### src/rtl/audio_sfx_scheduler.sv
// rtl/audio_sfx_scheduler.sv - shares one sample ROM between looping BGM and prioritised one-shot effects
//
// Ports:
//   Clk, Reset        clock, synchronous active-high reset
//   INIT_FINISH       codec init done; leaves WAIT on the cycle after it is seen high
//   data_over         codec consumed the current sample; gates every address advance
//   music_frequency   sample period minus 1, in Clk cycles
//   sfx_req           one-cycle request pulses, index 0 = highest priority
//   sfx_base/sfx_len  packed per-effect start address / sample count (ADDR_W bits each)
//   Add               ROM sample address
//   sfx_active        an effect currently owns Add
//   sfx_grant         one-hot effect currently playing
//   sfx_done          one-cycle pulse when an effect finishes
//   sample_tick       one-cycle pulse in the cycle a new Add value appears
module audio_sfx_scheduler #(
    parameter int N_SFX   = 4,
    parameter int ADDR_W  = 17,
    parameter int BGM_LEN = 10000
) (
    input  logic                    Clk,
    input  logic                    Reset,
    input  logic                    INIT_FINISH,
    input  logic                    data_over,
    input  logic [16:0]             music_frequency,
    input  logic [N_SFX-1:0]        sfx_req,
    input  logic [N_SFX*ADDR_W-1:0] sfx_base,
    input  logic [N_SFX*ADDR_W-1:0] sfx_len,
    output logic [ADDR_W-1:0]       Add,
    output logic                    sfx_active,
    output logic [N_SFX-1:0]        sfx_grant,
    output logic [N_SFX-1:0]        sfx_done,
    output logic                    sample_tick
);

    localparam int IDX_W = (N_SFX > 1) ? $clog2(N_SFX) : 1;
    localparam logic [ADDR_W-1:0] BGM_LAST = ADDR_W'(BGM_LEN - 1);
    localparam logic [ADDR_W-1:0] ONE      = ADDR_W'(1);

    typedef enum logic [1:0] {
        S_WAIT = 2'd0,
        S_BGM  = 2'd1,
        S_SFX  = 2'd2
    } state_t;

    state_t             state, state_n;
    logic [ADDR_W-1:0]  add_q, add_n;
    logic [ADDR_W-1:0]  saved_q, saved_n;
    logic [ADDR_W-1:0]  remain_q, remain_n;
    logic [16:0]        cnt_q, cnt_n;
    logic [N_SFX-1:0]   pending_q, pending_n;
    logic [IDX_W-1:0]   cur_q, cur_n;
    logic [N_SFX-1:0]   grant_q, grant_n;
    logic               active_q, active_n;
    logic [N_SFX-1:0]   done_q, done_n;
    logic               stick_q, stick_n;

    logic               tick, advance, do_grant, pick_valid;
    logic [IDX_W-1:0]   pick;
    logic [N_SFX-1:0]   pick_onehot, cur_onehot;
    logic [ADDR_W-1:0]  pick_base, pick_len, cur_base, cur_len, bgm_next;

    // Lowest set pending index wins.
    always_comb begin
        pick       = '0;
        pick_valid = |pending_q;
        for (int i = N_SFX - 1; i >= 0; i--) begin
            if (pending_q[i]) begin
                pick = IDX_W'(i);
            end
        end
    end

    assign pick_onehot = N_SFX'(1) << pick;
    assign cur_onehot  = N_SFX'(1) << cur_q;
    assign pick_base   = sfx_base[pick * ADDR_W +: ADDR_W];
    assign pick_len    = sfx_len[pick * ADDR_W +: ADDR_W];
    assign cur_base    = sfx_base[cur_q * ADDR_W +: ADDR_W];
    assign cur_len     = sfx_len[cur_q * ADDR_W +: ADDR_W];

    // >= rather than == so a period shortened mid-count still fires at once.
    assign tick     = (state != S_WAIT) && (cnt_q >= music_frequency);
    assign advance  = tick && data_over;
    assign bgm_next = (add_q == BGM_LAST) ? '0 : add_q + ONE;

    always_comb begin
        state_n   = state;
        add_n     = add_q;
        saved_n   = saved_q;
        remain_n  = remain_q;
        cur_n     = cur_q;
        grant_n   = grant_q;
        active_n  = active_q;
        done_n    = '0;
        stick_n   = advance;
        pending_n = pending_q | sfx_req;
        cnt_n     = (state == S_WAIT || tick) ? 17'd0 : cnt_q + 17'd1;
        do_grant  = 1'b0;

        case (state)
            S_WAIT: begin
                if (INIT_FINISH) begin
                    state_n = S_BGM;
                end
            end
            S_BGM: begin
                if (advance) begin
                    add_n = bgm_next;
                end
                if (pick_valid) begin
                    // Resume point includes an advance landing in this same cycle.
                    saved_n  = advance ? bgm_next : add_q;
                    do_grant = 1'b1;
                end
            end
            S_SFX: begin
                if (sfx_req[cur_q]) begin
                    // Retrigger of the playing effect: restart silently, no pending bit.
                    add_n     = cur_base;
                    remain_n  = cur_len;
                    cnt_n     = 17'd0;
                    pending_n = pending_q | (sfx_req & ~cur_onehot);
                end else if (remain_q == '0 || (advance && remain_q == ONE)) begin
                    done_n = cur_onehot;
                    if (pick_valid) begin
                        do_grant = 1'b1;
                    end else begin
                        add_n    = saved_q;
                        grant_n  = '0;
                        active_n = 1'b0;
                        state_n  = S_BGM;
                    end
                end else if (advance) begin
                    add_n    = add_q + ONE;
                    remain_n = remain_q - ONE;
                end
            end
            default: begin
                state_n = S_WAIT;
            end
        endcase

        if (do_grant) begin
            add_n     = pick_base;
            remain_n  = pick_len;
            cur_n     = pick;
            grant_n   = pick_onehot;
            active_n  = 1'b1;
            cnt_n     = 17'd0;
            pending_n = (pending_q & ~pick_onehot) | sfx_req;
            state_n   = S_SFX;
        end
    end

    always_ff @(posedge Clk) begin
        if (Reset) begin
            state     <= S_WAIT;
            add_q     <= '0;
            saved_q   <= '0;
            remain_q  <= '0;
            cnt_q     <= '0;
            pending_q <= '0;
            cur_q     <= '0;
            grant_q   <= '0;
            active_q  <= 1'b0;
            done_q    <= '0;
            stick_q   <= 1'b0;
        end else begin
            state     <= state_n;
            add_q     <= add_n;
            saved_q   <= saved_n;
            remain_q  <= remain_n;
            cnt_q     <= cnt_n;
            pending_q <= pending_n;
            cur_q     <= cur_n;
            grant_q   <= grant_n;
            active_q  <= active_n;
            done_q    <= done_n;
            stick_q   <= stick_n;
        end
    end

    assign Add         = add_q;
    assign sfx_active  = active_q;
    assign sfx_grant   = grant_q;
    assign sfx_done    = done_q;
    assign sample_tick = stick_q;

endmodule

### config.mk
export PLATFORM = sky130hd
export DESIGN_NAME = audio_sfx_scheduler
export DESIGN_NICKNAME = d
export VERILOG_FILES = /design/src/rtl/audio_sfx_scheduler.sv
export SDC_FILE = /design/constraint.sdc
export NUM_CORES = 1
export LEC_CHECK = 0
export ABC_CLOCK_PERIOD_IN_PS = 5300
export BUFFER_PORTS_ARGS = -buffer_cell sky130_fd_sc_hd__clkbuf_2
export CORE_MARGIN = 4
export CORE_UTILIZATION = 26
export CTS_CLUSTER_SIZE = 10
export DETAILED_ROUTE_END_ITERATION = 6
export GPL_ROUTABILITY_DRIVEN = 0
export PLACE_DENSITY_LB_ADDON = 0.25
export SLEW_MARGIN = 25
export SYNTH_ARGS = -nofsm -noshare
export SYNTH_HDL_FRONTEND = slang
export SYNTH_SLANG_ARGS = --single-unit
### constraint.sdc
create_clock -name Clk -period 5.3 [get_ports Clk]
set_input_delay 1.325 -clock Clk [delete_from_list [all_inputs] [get_ports Clk]]
set_output_delay 1.325 -clock Clk [all_outputs]
set_load 0.02 [all_outputs]
==> results of run 1 <==
cell type report:
cell class                      count  area [um2]
Fill cell                        2933       18200
Clock buffer                        9         225
Timing Repair Buffer              206        1080
Clock inverter                      7        63.8
Sequential cell                    86        1720
Multi-Input combinational cell    712        5010
Inverter                           28         105
Tap cell                          341         427
Antenna cell                        1        2.50
routing by layer:
layer,vias to the layer above,part of all wire [%],GRT usage [%]
li1,3728,-,-
met1,3767,46,24.9
met2,311,45,29.2
met3,37,7.1,3.80
met4,0,1.9,5.19
met5,-,0,0
cells in the mapped netlist (all sizes together) (7+ instances only):
| master | count | area [um2] |
|---|---|---|
| nand2 | 129 | 484 |
| nor2 | 101 | 379 |
| dfxtp | 86 | 1720 |
| clkbuf | 63 | 236 |
| a21oi | 44 | 224 |
| a222oi | 34 | 340 |
| mux4 | 34 | 766 |
| nor3 | 31 | 155 |
| inv | 27 | 101 |
| o21ai | 27 | 135 |
| ha | 24 | 300 |
| nand3 | 22 | 110 |
| o31ai | 22 | 165 |
| a22oi | 21 | 158 |
| a311oi | 19 | 166 |
| xor2 | 19 | 166 |
| a31oi | 16 | 100 |
| xnor2 | 14 | 123 |
| or3 | 13 | 101 |
| a211oi | 12 | 90.1 |
| o21a | 11 | 82.6 |
| and2 | 10 | 62.6 |
| and3 | 10 | 62.6 |
| buf | 10 | 42.5 |
| nand4 | 8 | 50.1 |
| o311a | 8 | 81.3 |
| and4 | 7 | 61.3 |
| nor4 | 7 | 43.8 |
| o211ai | 7 | 52.6 |
state kept, by name, summed over array words and instances (netlist names):
name         cells
sample_tick      1
sfx_done         4
sfx_grant        4
pending_q        4
remain_q        17
Add             17
cur_q            2
sfx_active       1
cnt_q           17
state            2
saved_q         17
through the flow:
step	setup WS (ns)	area, um2
6_report	1.14	8630
5_1_grt	0.937	8630
4_1_cts	1.18	8630
3_5_place_dp	0.885	8340
3_3_place_gp	0.992	8340
2_1_floorplan	1.46	7080
report_power, final:
| part | switching, uW | internal, uW |
|---|---|---|
| clock | 315 | 329 |
| combinational | 1020 | 590 |
| sequential | 150 | 756 |
cell families after synthesis:
kind of cell / synth area share (%)
simple gates: 23.0
compound gates: 27.2
buf+inv: 5.43
flops: 24.3
mux: 11.7
xor+xnor: 4.08
fa+ha+maj: 4.24
worst max-delay path, stage by stage:
cell and delay [ns]:
clkbuf_2 0.07, inv_1 0.03, ha_1 0.31, a211oi_1 0.29, nor2_1 0.11, a2111oi_1 0.56
buf_4 0.22, o22ai_1 0.16, a21o_1 0.24, nor2_1 0.21, nand2_1 0.49, o31ai_1 0.40
final timing paths:
kind                           start                       to  slack [ns]  cells after the start
max              music_frequency[10]      Add[3]$_SDFFE_PP0P_        1.14                     12
max reg2reg     cnt_q[11]$_SDFF_PP0_      Add[3]$_SDFFE_PP0P_        1.85                     10
min reg2reg  saved_q[9]$_SDFFE_PP0P_  saved_q[9]$_SDFFE_PP0P_        0.46                      2
min          saved_q[9]$_SDFFE_PP0P_  saved_q[9]$_SDFFE_PP0P_        0.46                      2
==> metrics.md, run 1 <==
| Metric | Value |
|---|---|
| Status | `finished with violations` |
| Failing checks | `DRC` |
| Post-synthesis net count | `1084` |
| Clock Path Buffers | `2` |
| Most common cell after layout, fill and taps aside | `clkbuf_2` |
| Unrepaired setup endpoints after global routing | `no` |
| Antenna viol nets, final | `0` |
| WL final | `27800 um` |
| Average wire per standard cell | `20.0 um` |
| Post_cts resized | `0` |
| Syn Area/Cell | `7.88 um2` |
| Minimum hold slack | `0.464 ns` |
| Final hold vios | `0` |
| Crit path launch type | `input port` |
| Seq cells post-synth | `86` |
| Final Instance Count excl. Fillers | `1390` |
| Clk_lat worst skew | `0.36 ns` |
| Area growth syn-to-layout | `21.9%` |
| Achievable frequency | `0.240 GHz` |
| CTS hold repair buffers | `0` |
| Final setup TNS | `0 ns` |
| Placed insts | `1373` |
| Fin crit period | `4.16 ns` |
| Area of the mapped netlist | `7080 um2` |
| Max Cap Violations | `0` |
| Site Rows | `60` |
| Number of DRC markers in iteration 0 | `546` |
| Post-route clock period utilization | `78.5%` |
| DRC viols | `3` |
| Max_slew headroom | `44.9%` |
| Cell count after synthesis | `899` |
| # setup viols final | `0` |
| CTS HTree Levels | `3` |
| CTS sink cnt | `86` |
| Clock slew at reported path FFs | `0.08 ns` |
| # nets final | `1228` |
| TritonCTS clock tree | `yes` |
| Seq/Total Area, Yosys | `24.3%` |
| Die H | `173 um` |
| Setup Buffers After CTS | `0` |
| Initial antenna violation count | `1` |
| First-pass GRT wire length | `44200 um` |
| # IOs | `188` |
| GRT Total Usage | `18.2%` |
| Library cells used by synthesis | `65` |
| Number of synthesized flops with an enable pin | `0` |
| Drt via density | `5.64` |
| Max IR drop VDD | `0.000191 V` |
| Ys flop type | `dfxtp_1` |
| Required time worst endpoint | `5.56 ns` |
| GR Overflow Total | `0` |
| Fin util | `32.1%` |
| Initial Util | `26.3%` |
| Pwr dens | `366 nW/um2` |
| Clock buffer count from CTS | `9` |
| Port bufs | `187` |
| Yosys warns | `0` |
| Drt pass-1 iters | `7` |
| Full die area | `29900 um2` |
| Final Power | `3160 uW` |
| Die width | `173 um` |
| Worst setup path class | `input port to flip-flop` |
| Pin count of the biggest net entering global routing | `40` |
| Share of cells above drive strength 1 | `27.1%` |
| Fin. max-slew vios | `0` |
| Tightest Hold Check Type | `flip-flop to flip-flop` |
| Most frequent cells in the layout | `clkbuf_2, nand2_1, nor2_1` |
| Root Buffer | `clkbuf_16` |
| Vias | `7843` |
| Ys async rst share | `0%` |
| Worst EP arrival | `4.42 ns` |
| DP Wirelength | `20600 um` |
| Crit path capture type | `flip-flop` |
| Skew final | `0.0146 ns` |
| Vias in the first global route | `7879` |
| Worst Tran Pin Value | `0.809 ns` |
| Area of the core | `26900 um2` |
| Peak fanout along the critical path | `15` |
| LEAKAGE | `0.00340 uW` |
(Power assumes the default switching activity.)
==> inputs of run 2 (changes only) <==
Settings changed: ABC_CLOCK_PERIOD_IN_PS 5300 to 4300.
Clock period 5.3 ns to 4.3 ns, I/O delays scaled along.
==> run 2 against run 1 <==
Critical path depth stayed put. Combinational power rose by 26%. The flow now finishes without violations. Cell count stayed put. Critical endpoint is now Add[1]$_SDFFE_PP0P_. Sequential power rose by 24%. Sequential cell count unchanged. Register-to-register slack worse by 0.97 ns. Die area is the same. Setup slack worse by 0.73 ns. First-iteration DRC count up 35%. Sequential share of layout area barely moved.
==> metrics.md, run 2 (same netlist as run 1, synthesis figures left out) <==
| Metric | Value |
|---|---|
| Dpl cell area | `8350 um2` |
| # IOs | `188` |
| Die H | `173 um` |
| Status | `finished clean` |
| First-pass GRT wire length | `44100 um` |
| Switching Power | `1830 uW` |
| Pre-CTS setup slack | `0.189 ns` |
| CTS hold repair buffers | `0` |
| Full die area | `29900 um2` |
| Average wire per standard cell | `20.3 um` |
| Most numerous cell on the critical path | `nor2_1` |
| Area of the core | `26900 um2` |
| Crit path launch type | `input port` |
| Achievable frequency | `0.257 GHz` |
| Tightest Hold Check Type | `flip-flop to flip-flop` |
| Crit path max-delay family | `compound AO/OA/AOI/OAI gates` |
| Share of cells above drive strength 1 | `27.1%` |
| Most common cell after layout, fill and taps aside | `clkbuf_2` |
| Skew final | `0.0115 ns` |
| Crit-path slowest cell | `a2111oi_1` |
| Drt via density | `5.64` |
| DRC viols | `0` |
| Routing usage on met2 | `28.9%` |
| Worst setup path class | `input port to flip-flop` |
| Crit path capture type | `flip-flop` |
| Peak fanout along the critical path | `16` |
| Worst Tran Pin Value | `0.985 ns` |
| Critical-path cell list | `clkbuf_2, inv_1, ha_1, a211oi_1, nor2_1, a2111oi_1, o22ai_1, a21oi_1, nor2_1, buf_4, a22o_1, a31o_2` |
| Site Rows | `60` |
| DP Wirelength | `20900 um` |
| Reg power frac | `28.6%` |
| Fin crit period | `3.89 ns` |
| Internal power | `2070 uW` |
| Max_slew headroom | `34.2%` |
| Port bufs | `187` |
| Drt pass-1 iters | `7` |
| Most frequent cells in the layout | `clkbuf_2, nand2_1, nor2_1` |
| Die width | `173 um` |
| Worst setup margin | `0.406 ns` |
| Met3 Use GR | `3.67%` |
| GR Overflow Total | `0` |
| Antenna Cells | `0` |
| Final hold vios | `0` |
| Required time worst endpoint | `4.54 ns` |
| Max IR drop VDD | `0.000189 V` |
| Pin count of the biggest net entering global routing | `36` |
| Max incr delay on CP | `0.89 ns` |
| # nets final | `1230` |
| Gr busiest metal | `met2` |
| FILL cells | `2918` |
| Clock buffer count from CTS | `9` |
| Flop-to-flop setup slack | `0.88 ns` |
| # setup viols final | `0` |
| Antenna viol nets, final | `0` |
| Comb pwr share | `52.1%` |
| Clock Path Buffers | `2` |
| Met1 Usage GRT | `25.0%` |
| Vias in the first global route | `7770` |
| Clock slew at reported path FFs | `0.07 ns` |
| Worst EP arrival | `4.14 ns` |
| Minimum hold slack | `0.461 ns` |
| LEAKAGE | `0.00341 uW` |
| Unrepaired setup endpoints after global routing | `no` |
| Post-route clock period utilization | `90.6%` |
| Max Cap Violations | `0` |
| Fin. max-slew vios | `0` |
| Final non-filler cell area | `8630 um2` |
| Post_cts resized | `0` |
| Clk_lat worst skew | `0.35 ns` |
| Area growth syn-to-layout | `21.8%` |
| CTS HTree Levels | `3` |
| Setup Buffers After CTS | `0` |
| Switching share of power | `47.0%` |
| Number of DRC markers in iteration 0 | `736` |
| WL final | `28200 um` |
| CTS sink cnt | `86` |
| TritonCTS clock tree | `yes` |
| Final setup TNS | `0 ns` |
| GRT Total Usage | `18.3%` |
| Root Buffer | `clkbuf_16` |
| Initial Util | `26.3%` |
| Sum of buffers and inverters on the critical path | `3` |
| Vias | `7833` |
| Pwr dens | `452 nW/um2` |
| Share of total power in the clock network | `19.3%` |
| Initial antenna violation count | `1` |
run 2: path summary, 6_finish.rpt:
check,startpoint,endpoint,cells past startpoint
worst max-delay path,music_frequency[10],Add[1]$_SDFFE_PP0P_,12
worst min-delay path,saved_q[16]$_SDFFE_PP0P_,saved_q[16]$_SDFFE_PP0P_,2
worst max register to register,cnt_q[10]$_SDFF_PP0_,Add[1]$_SDFFE_PP0P_,10
worst min register to register,saved_q[16]$_SDFFE_PP0P_,saved_q[16]$_SDFFE_PP0P_,2
run 2: power groups by stage:
stage	logic (uW)	clock network, uW	registers, uW
4_1_cts	2030	770	1110
5_1_grt	2240	801	1140
3_3_place_gp	2010	0	1130
2_1_floorplan	1330	0	1080
6_report	2030	752	1120
3_5_place_dp	2020	0	1130
run 2: area by class of cell:
cell class / instances / area [um2] / share of cell area (%)
multi-input cells: 712 / 5010 / 58.1
clock inverters: 4 / 23.8 / 0.276
repair buffers: 208 / 1090 / 12.7
well taps: 341 / 427 / 4.95
flip-flops and latches: 86 / 1720 / 20.0
inverters: 28 / 105 / 1.22
clock buffers: 11 / 243 / 2.81
run 2: stage by stage:
step | std cells | util, % | power [uW]
6_report | 1390 | 32.1 | 3900
5_1_grt | 1390 | 32.1 | 4170
4_1_cts | 1390 | 32.1 | 3910
3_5_place_dp | 1375 | 31.1 | 3150
3_3_place_gp | 1375 | 31.1 | 3140
2_1_floorplan | 899 | - | 2410
run 2: worst register-to-register path, cell delays in order, from the launching register on:
cell and delay (ns):
dfxtp_1 0.39, ha_1 0.27, a211oi_1 0.26, nor2_1 0.10
a2111oi_1 0.89, o22ai_1 0.39, a21oi_1 0.28, nor2_1 0.06
buf_4 0.24, a22o_1 0.22, a31o_2 0.21
run 2: layer usage:
layer,share of wire (%),up-vias
li1,-,3734
met1,46,3699
met2,44,355
met3,7.5,43
met4,2.4,2
met5,0.046,-
